$ cat src/rtl/branch_resolve_queue_pkg.sv
// Shared constants and the entry record for the branch resolve queue.
// Latency: n/a (declarations only).
// Backpressure: n/a (declarations only).
package branch_resolve_queue_pkg;

  // Default low PC index width, matching the branch history table index.
  localparam int LOWER_DEF = 5;

  // Default number of in-flight predicted branches.
  localparam int DEPTH_DEF = 4;

  // Read/write pointer width for the default depth.
  localparam int PTR_W = $clog2(DEPTH_DEF);

  // One in-flight branch: where it lives in the history table and what we predicted.
  typedef struct packed {
    logic [LOWER_DEF-1:0] addr;
    logic                 pred;
  } entry_t;

  // Resolved direction as seen by the predictor: a jump always counts as taken.
  function automatic logic resolved_outcome(input logic taken, input logic jump);
    return taken | jump;
  endfunction

endpackage

$ cat src/rtl/branch_resolve_queue.sv
// Holds predicted branches in fetch order and retires them in order against execute results.
// Latency: push visible next cycle; resolve produces upd_en/mispredict one cycle later.
// Backpressure: none; a push when full without a same-cycle resolve is dropped and sets sticky err.
module branch_resolve_queue
  import branch_resolve_queue_pkg::*;
#(
  parameter int LOWER = LOWER_DEF,
  parameter int DEPTH = DEPTH_DEF
) (
  input  logic                     clk,
  input  logic                     arst_n,
  input  logic                     push_valid,
  input  logic [LOWER-1:0]         push_addr,
  input  logic                     push_pred,
  input  logic                     resolve_valid,
  input  logic                     resolve_taken,
  input  logic                     resolve_jump,
  input  logic                     flush,
  output logic                     upd_en,
  output logic [LOWER-1:0]         upd_addr,
  output logic                     upd_taken,
  output logic                     upd_jumped,
  output logic                     mispredict,
  output logic                     full,
  output logic                     empty,
  output logic [$clog2(DEPTH):0]   count,
  output logic                     err
);

  localparam int AW = $clog2(DEPTH);
  localparam int CW = AW + 1;

  // Pointer arithmetic relies on natural wrap, so the depth must be a power of two.
  if (DEPTH < 2 || (DEPTH & (DEPTH - 1)) != 0) begin : g_bad_depth
    $error("branch_resolve_queue: DEPTH must be a power of two and at least 2");
  end

  // Same layout as entry_t, sized by this instance's LOWER.
  typedef struct packed {
    logic [LOWER-1:0] addr;
    logic             pred;
  } slot_t;

  // ---------------------------------------------------------------
  // State
  // ---------------------------------------------------------------
  slot_t          mem_q [DEPTH];
  logic [AW-1:0]  wr_ptr_q, wr_ptr_d;
  logic [AW-1:0]  rd_ptr_q, rd_ptr_d;
  logic [CW-1:0]  count_q, count_d;
  logic           upd_en_q, upd_en_d;
  logic [LOWER-1:0] upd_addr_q, upd_addr_d;
  logic           upd_taken_q, upd_taken_d;
  logic           upd_jumped_q, upd_jumped_d;
  logic           mispredict_q, mispredict_d;
  logic           err_q, err_d;

  // Storage write port, computed alongside the next-state logic.
  logic           mem_we;
  slot_t          mem_wr_dat;

  // Decodes of registered occupancy only; no input reaches these.
  logic           is_full;
  logic           is_empty;

  // Per-cycle decisions.
  slot_t          head;
  logic           pop;
  logic           push_ok;
  logic           miss;
  logic           push_dropped;
  logic           resolve_ignored;

  assign is_full  = (count_q == CW'(DEPTH));
  assign is_empty = (count_q == '0);

  // Oldest entry, read combinationally so the resolve can be judged this cycle.
  assign head = mem_q[rd_ptr_q];

  // Classify this cycle's push/resolve against the current occupancy.
  always_comb begin
    pop             = resolve_valid & ~is_empty;
    push_ok         = push_valid & (~is_full | resolve_valid);
    miss            = pop & (head.pred != resolved_outcome(resolve_taken, resolve_jump));
    push_dropped    = push_valid & is_full & ~resolve_valid;
    resolve_ignored = resolve_valid & is_empty;
  end

  // Next-state: flush wins outright, then a mispredict squashes, else normal push/pop.
  always_comb begin
    wr_ptr_d     = wr_ptr_q;
    rd_ptr_d     = rd_ptr_q;
    count_d      = count_q;
    upd_en_d     = 1'b0;
    upd_addr_d   = upd_addr_q;
    upd_taken_d  = upd_taken_q;
    upd_jumped_d = upd_jumped_q;
    mispredict_d = 1'b0;
    err_d        = err_q;
    mem_we       = 1'b0;
    mem_wr_dat   = '{addr: push_addr, pred: push_pred};

    if (flush) begin
      // Everything in flight is gone; this cycle's push/resolve never happened.
      wr_ptr_d = '0;
      rd_ptr_d = '0;
      count_d  = '0;
    end else begin
      if (push_dropped || resolve_ignored) begin
        err_d = 1'b1;
      end

      if (pop) begin
        upd_en_d     = 1'b1;
        upd_addr_d   = head.addr;
        upd_taken_d  = resolve_taken;
        upd_jumped_d = resolve_jump;
        mispredict_d = miss;
      end

      if (miss) begin
        // Younger entries were fetched down the wrong path, as is any same-cycle push.
        rd_ptr_d = rd_ptr_q + AW'(1);
        wr_ptr_d = rd_ptr_q + AW'(1);
        count_d  = '0;
      end else begin
        if (push_ok) begin
          mem_we   = 1'b1;
          wr_ptr_d = wr_ptr_q + AW'(1);
        end
        if (pop) begin
          rd_ptr_d = rd_ptr_q + AW'(1);
        end
        unique case ({push_ok, pop})
          2'b10:   count_d = count_q + CW'(1);
          2'b01:   count_d = count_q - CW'(1);
          default: count_d = count_q;
        endcase
      end
    end
  end

  // Control and output registers; reset clears all in-flight state and pending pulses.
  always_ff @(posedge clk or negedge arst_n) begin
    if (!arst_n) begin
      wr_ptr_q     <= '0;
      rd_ptr_q     <= '0;
      count_q      <= '0;
      upd_en_q     <= 1'b0;
      upd_addr_q   <= '0;
      upd_taken_q  <= 1'b0;
      upd_jumped_q <= 1'b0;
      mispredict_q <= 1'b0;
      err_q        <= 1'b0;
    end else begin
      wr_ptr_q     <= wr_ptr_d;
      rd_ptr_q     <= rd_ptr_d;
      count_q      <= count_d;
      upd_en_q     <= upd_en_d;
      upd_addr_q   <= upd_addr_d;
      upd_taken_q  <= upd_taken_d;
      upd_jumped_q <= upd_jumped_d;
      mispredict_q <= mispredict_d;
      err_q        <= err_d;
    end
  end

  // Entry storage; contents are only meaningful between the pointers, so no reset.
  always_ff @(posedge clk) begin
    if (mem_we) begin
      mem_q[wr_ptr_q] <= mem_wr_dat;
    end
  end

  assign upd_en     = upd_en_q;
  assign upd_addr   = upd_addr_q;
  assign upd_taken  = upd_taken_q;
  assign upd_jumped = upd_jumped_q;
  assign mispredict = mispredict_q;
  assign full       = is_full;
  assign empty      = is_empty;
  assign count      = count_q;
  assign err        = err_q;

  // Occupancy can never exceed the storage.
  a_count_bound : assert property (@(posedge clk) disable iff (!arst_n)
    count_q <= CW'(DEPTH));

  // A redirect is always accompanied by its table update.
  a_miss_has_upd : assert property (@(posedge clk) disable iff (!arst_n)
    mispredict_q |-> upd_en_q);

  // The pointer gap must agree with the counter except when full.
  a_ptr_gap : assert property (@(posedge clk) disable iff (!arst_n)
    (count_q != CW'(DEPTH)) |-> (AW'(wr_ptr_q - rd_ptr_q) == AW'(count_q)));

endmodule

$ cat config.mk
export PLATFORM = sky130hd
export DESIGN_NAME = branch_resolve_queue
export DESIGN_NICKNAME = d
export VERILOG_FILES = /design/src/rtl/branch_resolve_queue_pkg.sv /design/src/rtl/branch_resolve_queue.sv
export SDC_FILE = /design/constraint.sdc
export NUM_CORES = 1
export LEC_CHECK = 0
export CAP_MARGIN = 20
export CORE_MARGIN = 5
export CORE_UTILIZATION = 25
export DETAILED_ROUTE_END_ITERATION = 10
export PLACE_DENSITY_LB_ADDON = 0.25
export SYNTH_ARGS = -nofsm -noshare
export SYNTH_HDL_FRONTEND = slang
export SYNTH_SLANG_ARGS = --single-unit
$ cat constraint.sdc
create_clock -name clk -period 2.2 [get_ports clk]
set_clock_uncertainty 0.2 [all_clocks]
set_input_delay 0.33 -clock clk [delete_from_list [all_inputs] [get_ports clk]]
set_output_delay 0.33 -clock clk [all_outputs]
set_load 0.05 [all_outputs]
Yosys cells after proc, flatten, opt, wreduce, memory -nomap -nowiden

Memories as Yosys holds them, arrays and structs flattened.
Cells that the tools add are included.

Input port bits: 13
RAM bits: 24
Memories: 1
Flip-flop bits (word level): 17
Logic and storage cells: 55

Add/sub/neg operators: 4
Bitwise operators: 12
Muxes and demuxes: 18
Eq/ne operators: 4
Reductions and logical operators: 7

Memory list:

| name  | depth | width | rd ports | clocked after Yosys merged registers in | wr ports | line                       | text |
|---|---|---|---|---|---|---|---|
| mem_q | 4     | 6     | 1        | 0                                       | 1        | branch_resolve_queue.sv:47 | `slot_t mem_q [DEPTH];` |

Operator list:

| operator            | number |
|---|---|
| $mux 2              | 6 |
| $mux 1              | 9 |
| $and 1x1->1         | 6 |
| $mux 3              | 2 |
| $pmux 3 s2          | 1 |
| $reduce_bool 3->1   | 2 |
| $add 2x1->2 const B | 2 |
| $not 1->1           | 4 |
| $reduce_and 2->1    | 2 |
| $reduce_bool 4->1   | 1 |
| $add 3x1->3 const B | 1 |
| $eq 3x3->1 const B  | 1 |
| $logic_not 3->1     | 1 |
| $sub 3x1->3 const B | 1 |
| $eq 2x1->1 const B  | 1 |
| $eq 2x2->1 const B  | 1 |
| $or 1x1->1          | 2 |
| $logic_or 1x1->1    | 1 |
| $ne 1x1->1          | 1 |

Longest topological paths before layout

Depth after elaboration: 9
Depth in mapped cells: 10

Worst setup path after synthesis

Ideal clock, no wire load.

Kind: flip-flop to flip-flop
Start: register count_q[0] (netlist: count[0])
End: register count_q[2] (netlist: count[2])
Slack: -1485 ps
Stages on the path, launching flop included: 11
Arrival time: 3360 ps
Clock period less this slack: 3685 ps
Required time: 1875 ps
Cell sequence: dfrtp_1 nor3_1 nand2b_1 clkbuf_1 inv_1 ha_1 fa_1 xnor2_1 nor2_1 xnor2_1 nor2_1

Elaborated cells on any way between the ends: 16

RTL lines:

| element                                  | line                        | text |
|---|---|---|
| start: declaration                       | branch_resolve_queue.sv:50  | `logic [CW-1:0] count_q, count_d;` |
| start signal: assignment                 | branch_resolve_queue.sv:158 | `count_q <= count_d;` |
| $logic_not 3->1 (*)                      | branch_resolve_queue.sv:75  | `assign is_empty = (count_q == '0);` |
| via empty                                | branch_resolve_queue.sv:25  | `output logic empty,` |
| $not 1->1 (*)                            | branch_resolve_queue.sv:82  | `pop = resolve_valid & ~is_empty;` |
| $and 1x1->1 (*)                          | branch_resolve_queue.sv:82  |  |
| $eq 2x1->1 or $eq 2x2->1 (tied branches) | branch_resolve_queue.sv:134 | `unique case ({push_ok, pop})` |
| $pmux 3 s2                               | branch_resolve_queue.sv:134 |  |
| $mux 3                                   | branch_resolve_queue.sv:121 | `if (miss) begin` |
| $mux 3                                   | branch_resolve_queue.sv:103 | `if (flush) begin` |

The timed path passes the listed nets; every way through them passes the cells marked *.
A chain may end at the register's enable or synchronous reset.

Final worst setup path

Start: register count_q[1] (netlist: count[1])
End: register count_q[2] (netlist: count[2])

Cells in the longest elaborated chain, start to end: 8
Elaborated cells on any way between the ends: 16

RTL lines:

| element                                  | line                        | text |
|---|---|---|
| $eq 3x3->1                               | branch_resolve_queue.sv:74  | `assign is_full = (count_q == CW'(DEPTH));` |
| $not 1->1                                | branch_resolve_queue.sv:83  | `push_ok = push_valid & (~is_full \| resolve_valid);` |
| $or 1x1->1                               | branch_resolve_queue.sv:83  |  |
| $and 1x1->1                              | branch_resolve_queue.sv:83  |  |
| $eq 2x1->1 or $eq 2x2->1 (tied branches) | branch_resolve_queue.sv:134 |  |
| $pmux 3 s2                               | branch_resolve_queue.sv:134 |  |
| $mux 3                                   | branch_resolve_queue.sv:121 |  |
| $mux 3                                   | branch_resolve_queue.sv:103 |  |

Several ways; a longest one is shown, not always the timed one.

==> results.txt <==
number of CTS-inserted buffers: 5
Worst Setup EP: count[2]
Worst Tran Pin Value: 0.510 ns
Placed Cells: 243
syn_nets: 127
initial antenna violation count: 0
Slew Limit Fails: 0
synthesized area per cell: 16.4 µm²
#FFs+latches synth: 41
first-pass GRT wire length: 5.55 mm
# H-tree levels: 2
Worst Reg2Reg Path Length in Cells: 10
RSZ-0062 raised after global routing: true
CTS tree: yes
number of synthesized flops with an enable pin: 24
initial DRC count: 33
P&R area growth vs syn: 38.1%
Startpoint Class: flip-flop
DR WL/cell: 13.7 µm
worst vdd rail ir drop: 0.475 mV
Non-Filler Instances: 255
fillers: 677
Final #Nets: 177
Synth cell types: 27
Crit Path Max Fanout: 2
post-DR vias/cell: 4.04
status: completed
FF-to-FF End: count[2]
Final min period: 2.20 ns
via count: 1030
Fin. Hold Viols: 0
grt ovf: 0
top-count cell post-synth: edfxtp_1
DIE AREA: 8850 µm²
Synthesis Warnings: 0
ratio of cells with drive above 1 in the final layout: 36.5%
Synth Cell Area: 1770 µm²
Core Region: 6830 µm²
WP data required: 2.17 ns
worst r2r src: count[1]
chip width: 94.1 µm
leakage power: 0.000948 µW
Min-Delay Path Class: in2async
largest net degree at the start of global routing: 18
num rows: 30
Mapped Cells: 108
crit path capture type: flip-flop
port buffer count: 27
Initial Utilization: 25.9%
setup TNS: 0 ns
post-layout util: 35.8%
commonest cells in the netlist: edfxtp_1, dfrtp_1, nor2_1
post-synth top area share: 40.8%
Ports: 28
drt pass-1 iters: 2
final worst slack: 0.00404 ns
clock slew at reported path FFs: 0.08 ns
clk sink count: 41
R2R Setup Slk: 0.004 ns
Max Fclk: 455 MHz
GRT Total Usage: 8.69%
DIE HEIGHT: 94.1 µm
Root Driver: clkbuf_8
asr flop ratio synth: 41.5%
vias in the first global route: 1096
GP Congestion: 0.742
Final ANT Viol Nets: 0
PD cells: 1190 nW/µm²
worst skew pair latency: 0.29 ns
max-cap violations: 0
DRC Markers: 0
top cell type by total area after synthesis: edfxtp_1
Rel. slew slack: 65.9%
Most used DFF post-synth: edfxtp_1
Setup Crit Path Kind: reg2reg
# diodes: 0
sequential fraction of the synthesis area: 64.8%
clk buf depth: 2
multi-input logic area: 637 µm²
Final period util: 99.8%
Setup Viol. Count Final: 0
CP arrival: 2.17 ns
top cells by area, synth: edfxtp_1, dfrtp_1, mux4_1
post-DP HPWL: 2.59 mm
sequential standard cell area: 1150 µm²
final WL: 3.50 mm
Crit. Startpoint: count[1]
DP Worst Slack: -0.271 ns
## cell type report
class	count	area share (%)
inverters	5	0.871
well taps	96	4.92
multi-input cells	58	26.1
clock inverters	3	1.02
flip-flops and latches	41	47.1
repair buffers	47	17.2
clock buffers	5	2.82
## report_power, final
| group | leakage [µW] | switching (µW) | internal [µW] |
|---|---|---|---|
| logic | 0.000477 | 746 | 599 |
| clock network | 0.0000447 | 274 | 229 |
| registers | 0.000427 | 83.6 | 972 |
## flip-flops by register name, indices dropped and copies added (netlist names)
signal and count:
err 1, upd_jumped 1, upd_addr 5, mem_q 24, upd_en 1, count 3, wr_ptr_q 2, mispredict 1
rd_ptr_q 2, upd_taken 1
## layer usage
metal  routed length, µm  vias to the layer above  GRT usage, %  part of all wire, %
met3                 174                        5          3.45                  5.0
met4                  66                        0          4.33                  1.9
met5                   0                        -             0                    0
met2                1810                       20          14.9                   52
met1                1450                      510          9.19                   41
li1                    -                      495             -                    -
## worst min path at each step
stage / slack [ns] / end / from / cells past startpoint
after floorplan: -0.17 / count[0] / arst_n / 0
after global placement: 0.25 / err / err / 1
after detailed placement: 0.25 / err / err / 1
after CTS: 0.16 / upd_addr[1] / arst_n / 2
after global routing: 0.17 / upd_addr[1] / arst_n / 2
final: 0.17 / err / arst_n / 2
## worst max-delay path, cell delays in order, from the launching register on
cell      delay, ns
dfrtp_2        0.41
buf_4          0.14
nor3_4         0.17
nand2b_4       0.17
inv_4          0.05
ha_4           0.15
fa_2           0.33
xnor2_1        0.13
nor2_1         0.12
xnor2_1        0.13
nor2_1         0.07
## kinds of logic (layout without fill, tap and decap cells)
group	after synthesis	after routing	synth area share, %
AO/OA/AOI/OAI	6	6	2.69
buffers and inverters	9	60	2.34
adder cells (fa/ha/maj)	6	6	4.67
flip-flops	41	41	64.8
multiplexers	16	16	14.9
AND/OR/NAND/NOR	22	22	6.23
XOR/XNOR	8	8	4.39
## cell usage in the layout, fill, tap and decap left out
cell,count
nor3_4,1
inv_1,3
mux2i_1,3
inv_4,1
clkbuf_8,5
nand2b_4,1
dfrtp_1,14
inv_2,1
ha_1,4
o21ba_2,1
mux4_2,1
or2_1,1
nor2_2,1
nand2_1,2
buf_12,1
ha_4,1
nor3_1,3
and3_4,4
xor2_1,3
edfxtp_1,24
mux4_1,5
clkinvlp_4,1
clkinv_4,1
a21o_1,1
dfrtp_2,3
o21a_1,1
clkdlybuf4s50_1,22
nor2_1,8
inv_6,1
fa_2,1
or3b_4,1
xor2_2,1
o21bai_1,1
mux2_2,7
xnor2_1,4
a211oi_1,2
buf_4,24
## what timing repair did
item,4_1_cts,5_1_grt
endpoints found under the setup margin,2,2
endpoints found under the hold margin,0,0
pin swaps,3,0
resized for setup,1,1
hold buffers,0,0
buffers inserted,2,2
## through the flow
stage          hold WS [ns]  instance area [µm²]  total power, µW
2_1_floorplan        -0.166                 1840             1960
3_3_place_gp          0.250                 2320             2370
3_5_place_dp          0.253                 2320             2400
4_1_cts               0.165                 2420             2940
5_1_grt               0.166                 2440             3080
6_report              0.166                 2440             2900
Note: power is estimated with default switching activity, not from simulation.
